$ cat src/rtl/if_pkg.sv
// rtl/if_pkg.sv - shared constants and state encoding for the instruction fetcher
package if_pkg;

    localparam int IF_XLEN = 32;
    localparam logic [IF_XLEN-1:0] RESET_PC_DEF = 32'h0000_0000;

    typedef enum logic [2:0] {
        ST_FETCH = 3'd0,
        ST_WAIT  = 3'd1,
        ST_ISSUE = 3'd2,
        ST_HOLD  = 3'd3,
        ST_DROP  = 3'd4
    } if_state_t;

    function automatic logic [IF_XLEN-1:0] word_align(input logic [IF_XLEN-1:0] addr);
        return {addr[IF_XLEN-1:2], 2'b00};
    endfunction

endpackage

$ cat src/rtl/inst_fetcher_if.sv
// rtl/inst_fetcher_if.sv - icache, decoder and redirect signals seen by the fetcher
interface inst_fetcher_if #(
    parameter int XLEN = 32
);
    logic            ic_req_valid;
    logic [XLEN-1:0] ic_req_addr;
    logic            ic_req_ready;
    logic            ic_rsp_valid;
    logic [XLEN-1:0] ic_rsp_data;
    logic [XLEN-1:0] dec_inst;
    logic            dec_inst_valid;
    logic [XLEN-1:0] dec_inst_addr;
    logic            dec_clear;
    logic            dec_stall;
    logic [XLEN-1:0] dec_next_pc;
    logic            be_full;
    logic            redirect_valid;
    logic [XLEN-1:0] redirect_pc;

    modport master (
        output ic_req_valid, ic_req_addr, dec_inst, dec_inst_valid, dec_inst_addr, dec_clear,
        input  ic_req_ready, ic_rsp_valid, ic_rsp_data, dec_stall, dec_next_pc, be_full,
               redirect_valid, redirect_pc
    );

    modport slave (
        input  ic_req_valid, ic_req_addr, dec_inst, dec_inst_valid, dec_inst_addr, dec_clear,
        output ic_req_ready, ic_rsp_valid, ic_rsp_data, dec_stall, dec_next_pc, be_full,
               redirect_valid, redirect_pc
    );
endinterface

$ cat src/rtl/if_perf_cnt.sv
// rtl/if_perf_cnt.sv - issue and stall cycle counters (built only with IF_PERF_CNT_EN)
module if_perf_cnt (
    input  logic        clk_in,
    input  logic        rst_in,
    input  logic        rdy_in,
    input  logic        fetch_inc,
    input  logic        stall_inc,
    output logic [31:0] perf_fetch_cnt,
    output logic [31:0] perf_stall_cnt
);
    always_ff @(posedge clk_in or negedge rst_in) begin
        if (!rst_in) begin
            perf_fetch_cnt <= 32'd0;
            perf_stall_cnt <= 32'd0;
        end else if (rdy_in) begin
            if (fetch_inc) perf_fetch_cnt <= perf_fetch_cnt + 32'd1;
            if (stall_inc) perf_stall_cnt <= perf_stall_cnt + 32'd1;
        end
    end
endmodule

$ cat src/rtl/inst_fetcher.sv
// rtl/inst_fetcher.sv - PC holder and single-outstanding fetch FSM feeding the decoder; IF_PERF_CNT_EN adds perf counters
module inst_fetcher
    import if_pkg::*;
#(
    parameter int                 XLEN     = IF_XLEN,
    parameter logic [XLEN-1:0]    RESET_PC = RESET_PC_DEF
) (
    input  logic              clk_in,
    input  logic              rst_in,
    input  logic              rdy_in,
    inst_fetcher_if.master    bus
`ifdef IF_PERF_CNT_EN
    ,
    output logic [31:0]       perf_fetch_cnt,
    output logic [31:0]       perf_stall_cnt
`endif
);
    if_state_t       state, state_nxt;
    logic [XLEN-1:0] pc, pc_nxt;
    logic [XLEN-1:0] inst_reg, inst_nxt;
    logic            req_valid;
    logic            req_fire;
    logic            issue_fire;

    assign req_fire   = req_valid && bus.ic_req_ready;
    assign issue_fire = (state == ST_ISSUE) && !bus.be_full;

    // Request valid is registered so it reads 0 in reset and holds while rdy_in is low
    always_ff @(posedge clk_in or negedge rst_in) begin
        if (!rst_in) begin
            state     <= ST_FETCH;
            pc        <= RESET_PC;
            inst_reg  <= '0;
            req_valid <= 1'b0;
        end else if (rdy_in) begin
            state     <= state_nxt;
            pc        <= pc_nxt;
            inst_reg  <= inst_nxt;
            req_valid <= (state_nxt == ST_FETCH);
        end
    end

    always_comb begin
        state_nxt = state;
        pc_nxt    = pc;
        inst_nxt  = inst_reg;
        if (bus.redirect_valid) begin
            pc_nxt = word_align(bus.redirect_pc);
            // Any request still in flight after the redirect must have its response swallowed
            case (state)
                ST_FETCH: state_nxt = req_fire ? ST_DROP : ST_FETCH;
                ST_WAIT,
                ST_DROP:  state_nxt = bus.ic_rsp_valid ? ST_FETCH : ST_DROP;
                default:  state_nxt = ST_FETCH;
            endcase
        end else begin
            case (state)
                ST_FETCH: if (req_fire) state_nxt = ST_WAIT;
                ST_WAIT: begin
                    if (bus.ic_rsp_valid) begin
                        inst_nxt  = bus.ic_rsp_data;
                        state_nxt = ST_ISSUE;
                    end
                end
                ST_ISSUE: begin
                    if (issue_fire) begin
                        if (bus.dec_stall) begin
                            state_nxt = ST_HOLD;
                        end else begin
                            pc_nxt    = word_align(bus.dec_next_pc);
                            state_nxt = ST_FETCH;
                        end
                    end
                end
                ST_DROP:  if (bus.ic_rsp_valid) state_nxt = ST_FETCH;
                default:  state_nxt = state;
            endcase
        end
    end

    always_comb begin
        bus.ic_req_valid   = req_valid;
        bus.ic_req_addr    = pc;
        bus.dec_inst       = (state == ST_ISSUE) ? inst_reg : '0;
        bus.dec_inst_addr  = (state == ST_ISSUE) ? pc : '0;
        bus.dec_inst_valid = rdy_in && issue_fire && !bus.redirect_valid;
        bus.dec_clear      = bus.redirect_valid;
    end

`ifdef IF_PERF_CNT_EN
    if_perf_cnt u_perf_cnt (
        .clk_in         (clk_in),
        .rst_in         (rst_in),
        .rdy_in         (rdy_in),
        .fetch_inc      (bus.dec_inst_valid),
        .stall_inc      ((state == ST_HOLD) || ((state == ST_ISSUE) && bus.be_full)),
        .perf_fetch_cnt (perf_fetch_cnt),
        .perf_stall_cnt (perf_stall_cnt)
    );
`endif

endmodule

$ cat src/flat_wrapper.sv
// flat-port wrapper written by rule: the top's interface ports become plain ports
module inst_fetcher_flat import if_pkg::*;
#(
    parameter int                 XLEN     = IF_XLEN,
    parameter logic [XLEN-1:0]    RESET_PC = RESET_PC_DEF
)
  (clk_in, rst_in, rdy_in, bus_ic_req_valid, bus_ic_req_addr, bus_dec_inst, bus_dec_inst_valid, bus_dec_inst_addr, bus_dec_clear, bus_ic_req_ready, bus_ic_rsp_valid, bus_ic_rsp_data, bus_dec_stall, bus_dec_next_pc, bus_be_full, bus_redirect_valid, bus_redirect_pc);
  inst_fetcher_if #(.XLEN(XLEN)) bus_i ();
  input  logic clk_in;
  input  logic rst_in;
  input  logic rdy_in;
  output wire logic [$bits(bus_i.ic_req_valid)-1:0] bus_ic_req_valid;
  output wire logic [$bits(bus_i.ic_req_addr)-1:0] bus_ic_req_addr;
  output wire logic [$bits(bus_i.dec_inst)-1:0] bus_dec_inst;
  output wire logic [$bits(bus_i.dec_inst_valid)-1:0] bus_dec_inst_valid;
  output wire logic [$bits(bus_i.dec_inst_addr)-1:0] bus_dec_inst_addr;
  output wire logic [$bits(bus_i.dec_clear)-1:0] bus_dec_clear;
  input wire logic [$bits(bus_i.ic_req_ready)-1:0] bus_ic_req_ready;
  input wire logic [$bits(bus_i.ic_rsp_valid)-1:0] bus_ic_rsp_valid;
  input wire logic [$bits(bus_i.ic_rsp_data)-1:0] bus_ic_rsp_data;
  input wire logic [$bits(bus_i.dec_stall)-1:0] bus_dec_stall;
  input wire logic [$bits(bus_i.dec_next_pc)-1:0] bus_dec_next_pc;
  input wire logic [$bits(bus_i.be_full)-1:0] bus_be_full;
  input wire logic [$bits(bus_i.redirect_valid)-1:0] bus_redirect_valid;
  input wire logic [$bits(bus_i.redirect_pc)-1:0] bus_redirect_pc;
  assign bus_ic_req_valid = bus_i.ic_req_valid;
  assign bus_ic_req_addr = bus_i.ic_req_addr;
  assign bus_dec_inst = bus_i.dec_inst;
  assign bus_dec_inst_valid = bus_i.dec_inst_valid;
  assign bus_dec_inst_addr = bus_i.dec_inst_addr;
  assign bus_dec_clear = bus_i.dec_clear;
  assign bus_i.ic_req_ready = bus_ic_req_ready;
  assign bus_i.ic_rsp_valid = bus_ic_rsp_valid;
  assign bus_i.ic_rsp_data = bus_ic_rsp_data;
  assign bus_i.dec_stall = bus_dec_stall;
  assign bus_i.dec_next_pc = bus_dec_next_pc;
  assign bus_i.be_full = bus_be_full;
  assign bus_i.redirect_valid = bus_redirect_valid;
  assign bus_i.redirect_pc = bus_redirect_pc;
  inst_fetcher #(.XLEN(XLEN), .RESET_PC(RESET_PC)) u_core (.clk_in(clk_in), .rst_in(rst_in), .rdy_in(rdy_in), .bus(bus_i));
endmodule
$ cat config.mk
export PLATFORM = sky130hd
export DESIGN_NAME = inst_fetcher_flat
export DESIGN_NICKNAME = d
export VERILOG_FILES = /design/src/rtl/if_pkg.sv /design/src/rtl/inst_fetcher_if.sv /design/src/rtl/if_perf_cnt.sv /design/src/rtl/inst_fetcher.sv /design/src/flat_wrapper.sv
export SDC_FILE = /design/constraint.sdc
export NUM_CORES = 1
export LEC_CHECK = 0
export CELL_PAD_IN_SITES_DETAIL_PLACEMENT = 0
export CELL_PAD_IN_SITES_GLOBAL_PLACEMENT = 1
export CORE_MARGIN = 2
export CORE_UTILIZATION = 29
export CTS_CLUSTER_SIZE = 8
export DETAILED_ROUTE_END_ITERATION = 10
export GPL_TIMING_DRIVEN = 1
export PLACE_DENSITY = 0.8
export SETUP_SLACK_MARGIN = 0.05
export SYNTH_ARGS = -nofsm -noshare
export SYNTH_HDL_FRONTEND = slang
export SYNTH_SLANG_ARGS = --single-unit
$ cat constraint.sdc
create_clock -name clk_in -period 2.2 [get_ports clk_in]
set_input_delay 0.33 -clock clk_in [delete_from_list [all_inputs] [get_ports clk_in]]
set_output_delay 0.33 -clock clk_in [all_outputs]
set_load 0.05 [all_outputs]
==> results.sh <==
export IMPL_run_status="completed"
export IMPL_finalClockSkew_ns=0.00595
export IMPL_critPathBufInv=3
export IMPL_dp_hpwl_mm=7.53
export IMPL_rows=40
export IMPL_drive_gt1_share_pct=41.0
export IMPL_r2r_start="u_core.state[2]$_DFFE_PN0P_"
export IMPL_io_pins=203
export IMPL_p_per_area_mw_per_mm2=662
export IMPL_die_y_um=115
export IMPL_drt_pass1_iterations=4
export IMPL_synth_common_cells="66 x dfrtp_1, 64 x mux2_2, 60 x and2_1"
export IMPL_die_x_um=115
export IMPL_grt_overflow_total=0
export IMPL_crit_family="flip-flops"
export IMPL_critPathKind="flip-flop to primary output"
export IMPL_cp_end_kind="primary output"
export IMPL_clockBufferDepth=2
export IMPL_crit_top_cell="buf_12"
export IMPL_vias=2804
export IMPL_synth_seq_cells=66
export IMPL_leakage_nw=2.92
export IMPL_htreeDepth=3
export IMPL_path_clk_slew_ns=0.05
export IMPL_dieArea_mm2=0.0133
export IMPL_post_route_period_util_pct=92.3
export IMPL_critPathLaunchType="flip-flop"
export IMPL_r2r_setup_slack_ns=0.35
export IMPL_drc=0
export IMPL_globalplace_congestion=0.800
export IMPL_synth_area_per_cell_um2=13.0
export IMPL_max_stage_delay_ns=0.48
export IMPL_cts_buffers=9
export IMPL_insertion_delay_ns=0.32
export IMPL_cts_tree="built"
export IMPL_setup_viol=0
export IMPL_cts_root_buffer="clkbuf_16"
export IMPL_fill_cells=985
export IMPL_yosysUniqueCellTypes=34
export IMPL_synthCells=276
export IMPL_grt_total_usage_pct=15.3
export IMPL_yosysSeqAreaShare_pct=46.0
export IMPL_grt_pass1_vias=3090
export IMPL_viasPerCell=4.35
export IMPL_antennaDiodeCount=0
export IMPL_maxCapViolations=0
export IMPL_ant_nets=0
export IMPL_hold_buffers=0
export IMPL_start_util_pct=29.8
export IMPL_drt_first_iter_violations=85
export IMPL_wl_per_cell_um=15.2
export IMPL_critPathArrivalTime_ns=1.70
export IMPL_wirelength_mm=9.81
export IMPL_maxSlewHeadroom_pct=61.7
export IMPL_max_freq_mhz=492
export IMPL_largest_register_ffs=32
export IMPL_rsz0062_at_grt="false"
export IMPL_worst_pin_slew_ns=0.574
export IMPL_synth_top_area_share_pct=46.0
export IMPL_synth_ff_type="dfrtp_1"
export IMPL_synth_warnings=0
export IMPL_path_cells="nor3b_4, buf_4, buf_12, and2_1, buf_12"
export IMPL_area_delta_synth_final_pct=84.9
export IMPL_final_cells=644
export IMPL_antenna_found_initial=0
export IMPL_clock_sinks=66
export IMPL_fin_nets=575
export IMPL_synthTopCellsByArea="dfrtp_1 46%, mux2_2 20%, mux2_4 13%, and2_1 10%, buf_6 1.6%"
export IMPL_synth_enable_flop_cells=0
export IMPL_hold_class="input port to asynchronous set/reset pin"
export IMPL_port_buffers=194
export IMPL_placed_cells=627
export IMPL_tns_ns=0
export IMPL_hold_viol=0
export IMPL_reg2reg_depth=6
export IMPL_multi_input_area_mm2=0.00178
export IMPL_synth_top_cell_by_area="dfrtp_1"
export IMPL_vdd_ir_drop_max_mv=0.323
export IMPL_whs_ns=0.00401
export IMPL_worstPathMaxFanout=29
export IMPL_cp_slowest_cell="dfrtp_1"
export IMPL_ys_async_sr_fraction_pct=100
export IMPL_min_period_ns=2.03
export IMPL_grt_pass1_wl_mm=15.6
export IMPL_yosysMostFrequentCell="dfrtp_1"
export IMPL_core_area_mm2=0.0121
export IMPL_grt_max_degree=33
export IMPL_required_ns=1.87
export IMPL_regArea_mm2=0.00165
export IMPL_syn_area_mm2=0.00359
export IMPL_finalMaxSlewViolations=0
export IMPL_r2r_end="u_core.bus.ic_req_addr[30]$_DFFE_PN0P_"
[routing by layer]
metal	GRT usage [%]	share of wire, %	vias to the layer above
met4	6.02	1.5	0
met2	25.5	49	135
li1	-	-	1316
met1	18.7	41	1341
met5	0	0	-
met3	4.64	8.0	12
[final cells by class]
type	count	share of cell area, %
Timing Repair Buffer	205	40.9
Multi-Input combinational cell	186	26.9
Sequential cell	66	24.9
Clock buffer	13	3.77
Tap cell	168	3.17
Clock inverter	3	0.226
Inverter	3	0.170
[cell usage in the layout, fill, tap and decap left out, types with 3 or more instances in the layout]
cell type / Yosys / routed
buf_4: 7 / 5
dfrtp_1: 66 / 65
clkbuf_1: 6 / 3
inv_1: 3 / 3
a21oi_1: 4 / 4
conb_1: 1 / 4
buf_12: 0 / 68
mux2_4: 30 / 30
and2_1: 60 / 60
clkinv_2: 0 / 3
mux2_2: 64 / 64
clkbuf_16: 0 / 9
clkdlybuf4s50_1: 0 / 128
[worst reg2reg max path, cell delays in order (launching register included)]
cell,delay [ns]
dfrtp_1,0.48
nor3b_4,0.21
buf_4,0.17
nor3b_2,0.25
o21ai_4,0.08
buf_12,0.20
mux2_4,0.34
[repair_timing]
action,4_1_cts,5_1_grt
setup buffers,0,1
setup endpoints to repair,29,62
pin swaps,0,1
resized for setup,1,5
cloned,0,0
hold endpoints to repair,0,0
[power by group]
| part | leakage [nW] | internal [mW] | total (mW) | switching, mW |
|---|---|---|---|---|
| combinational | 1.95 | 0.735 | 1.44 | 0.704 |
| clock | 0.133 | 0.787 | 1.27 | 0.483 |
| sequential | 0.835 | 1.50 | 1.68 | 0.184 |
[per-stage QoR]
| stage | utilization, % | power (mW) | setup slack [ns] | cell area (um^2) |
|---|---|---|---|---|
| 6_report | 55.0 | 4.39 | 0.169 | 6640 |
| 2_1_floorplan | - | 2.56 | 0.135 | 3610 |
| 4_1_cts | 54.8 | 4.46 | 0.0788 | 6610 |
| 5_1_grt | 55.0 | 4.61 | 0.0754 | 6640 |
| 3_5_place_dp | 52.6 | 3.15 | 0.331 | 6340 |
| 3_3_place_gp | 52.6 | 3.11 | 0.354 | 6340 |
[cells by family (layout without fill, tap and decap cells)]
family / count (synthesis) / in the layout / share of synthesized area [%]
DFF: 66 / 66 / 46.0
and+or+nand+nor: 76 / 76 / 13.9
AOI/OAI and AO/OA: 12 / 12 / 2.37
other: 1 / 4 / 0.104
muxes: 94 / 94 / 32.6
buffers and inverters: 27 / 224 / 4.98
[how the worst max path moves through the flow]
| stage | from | to | slack [ns] | depth (start not counted) |
|---|---|---|---|---|
| floorplan | u_core.state[0]$_DFFE_PN0P_ | bus_dec_inst_valid | 0.14 | 3 |
| global placement | bus_ic_rsp_valid | u_core.inst_reg[1]$_DFFE_PN0P_ | 0.35 | 5 |
| detailed placement | bus_be_full | u_core.bus.ic_req_addr[17]$_DFFE_PN0P_ | 0.33 | 5 |
| CTS | u_core.state[0]$_DFFE_PN0P_ | bus_dec_inst[13] | 0.08 | 4 |
| global route | u_core.state[2]$_DFFE_PN0P_ | bus_dec_inst[13] | 0.08 | 5 |
| finish | u_core.state[2]$_DFFE_PN0P_ | bus_dec_inst[28] | 0.17 | 5 |
No activity file was read; power rests on OpenSTA's default activity.
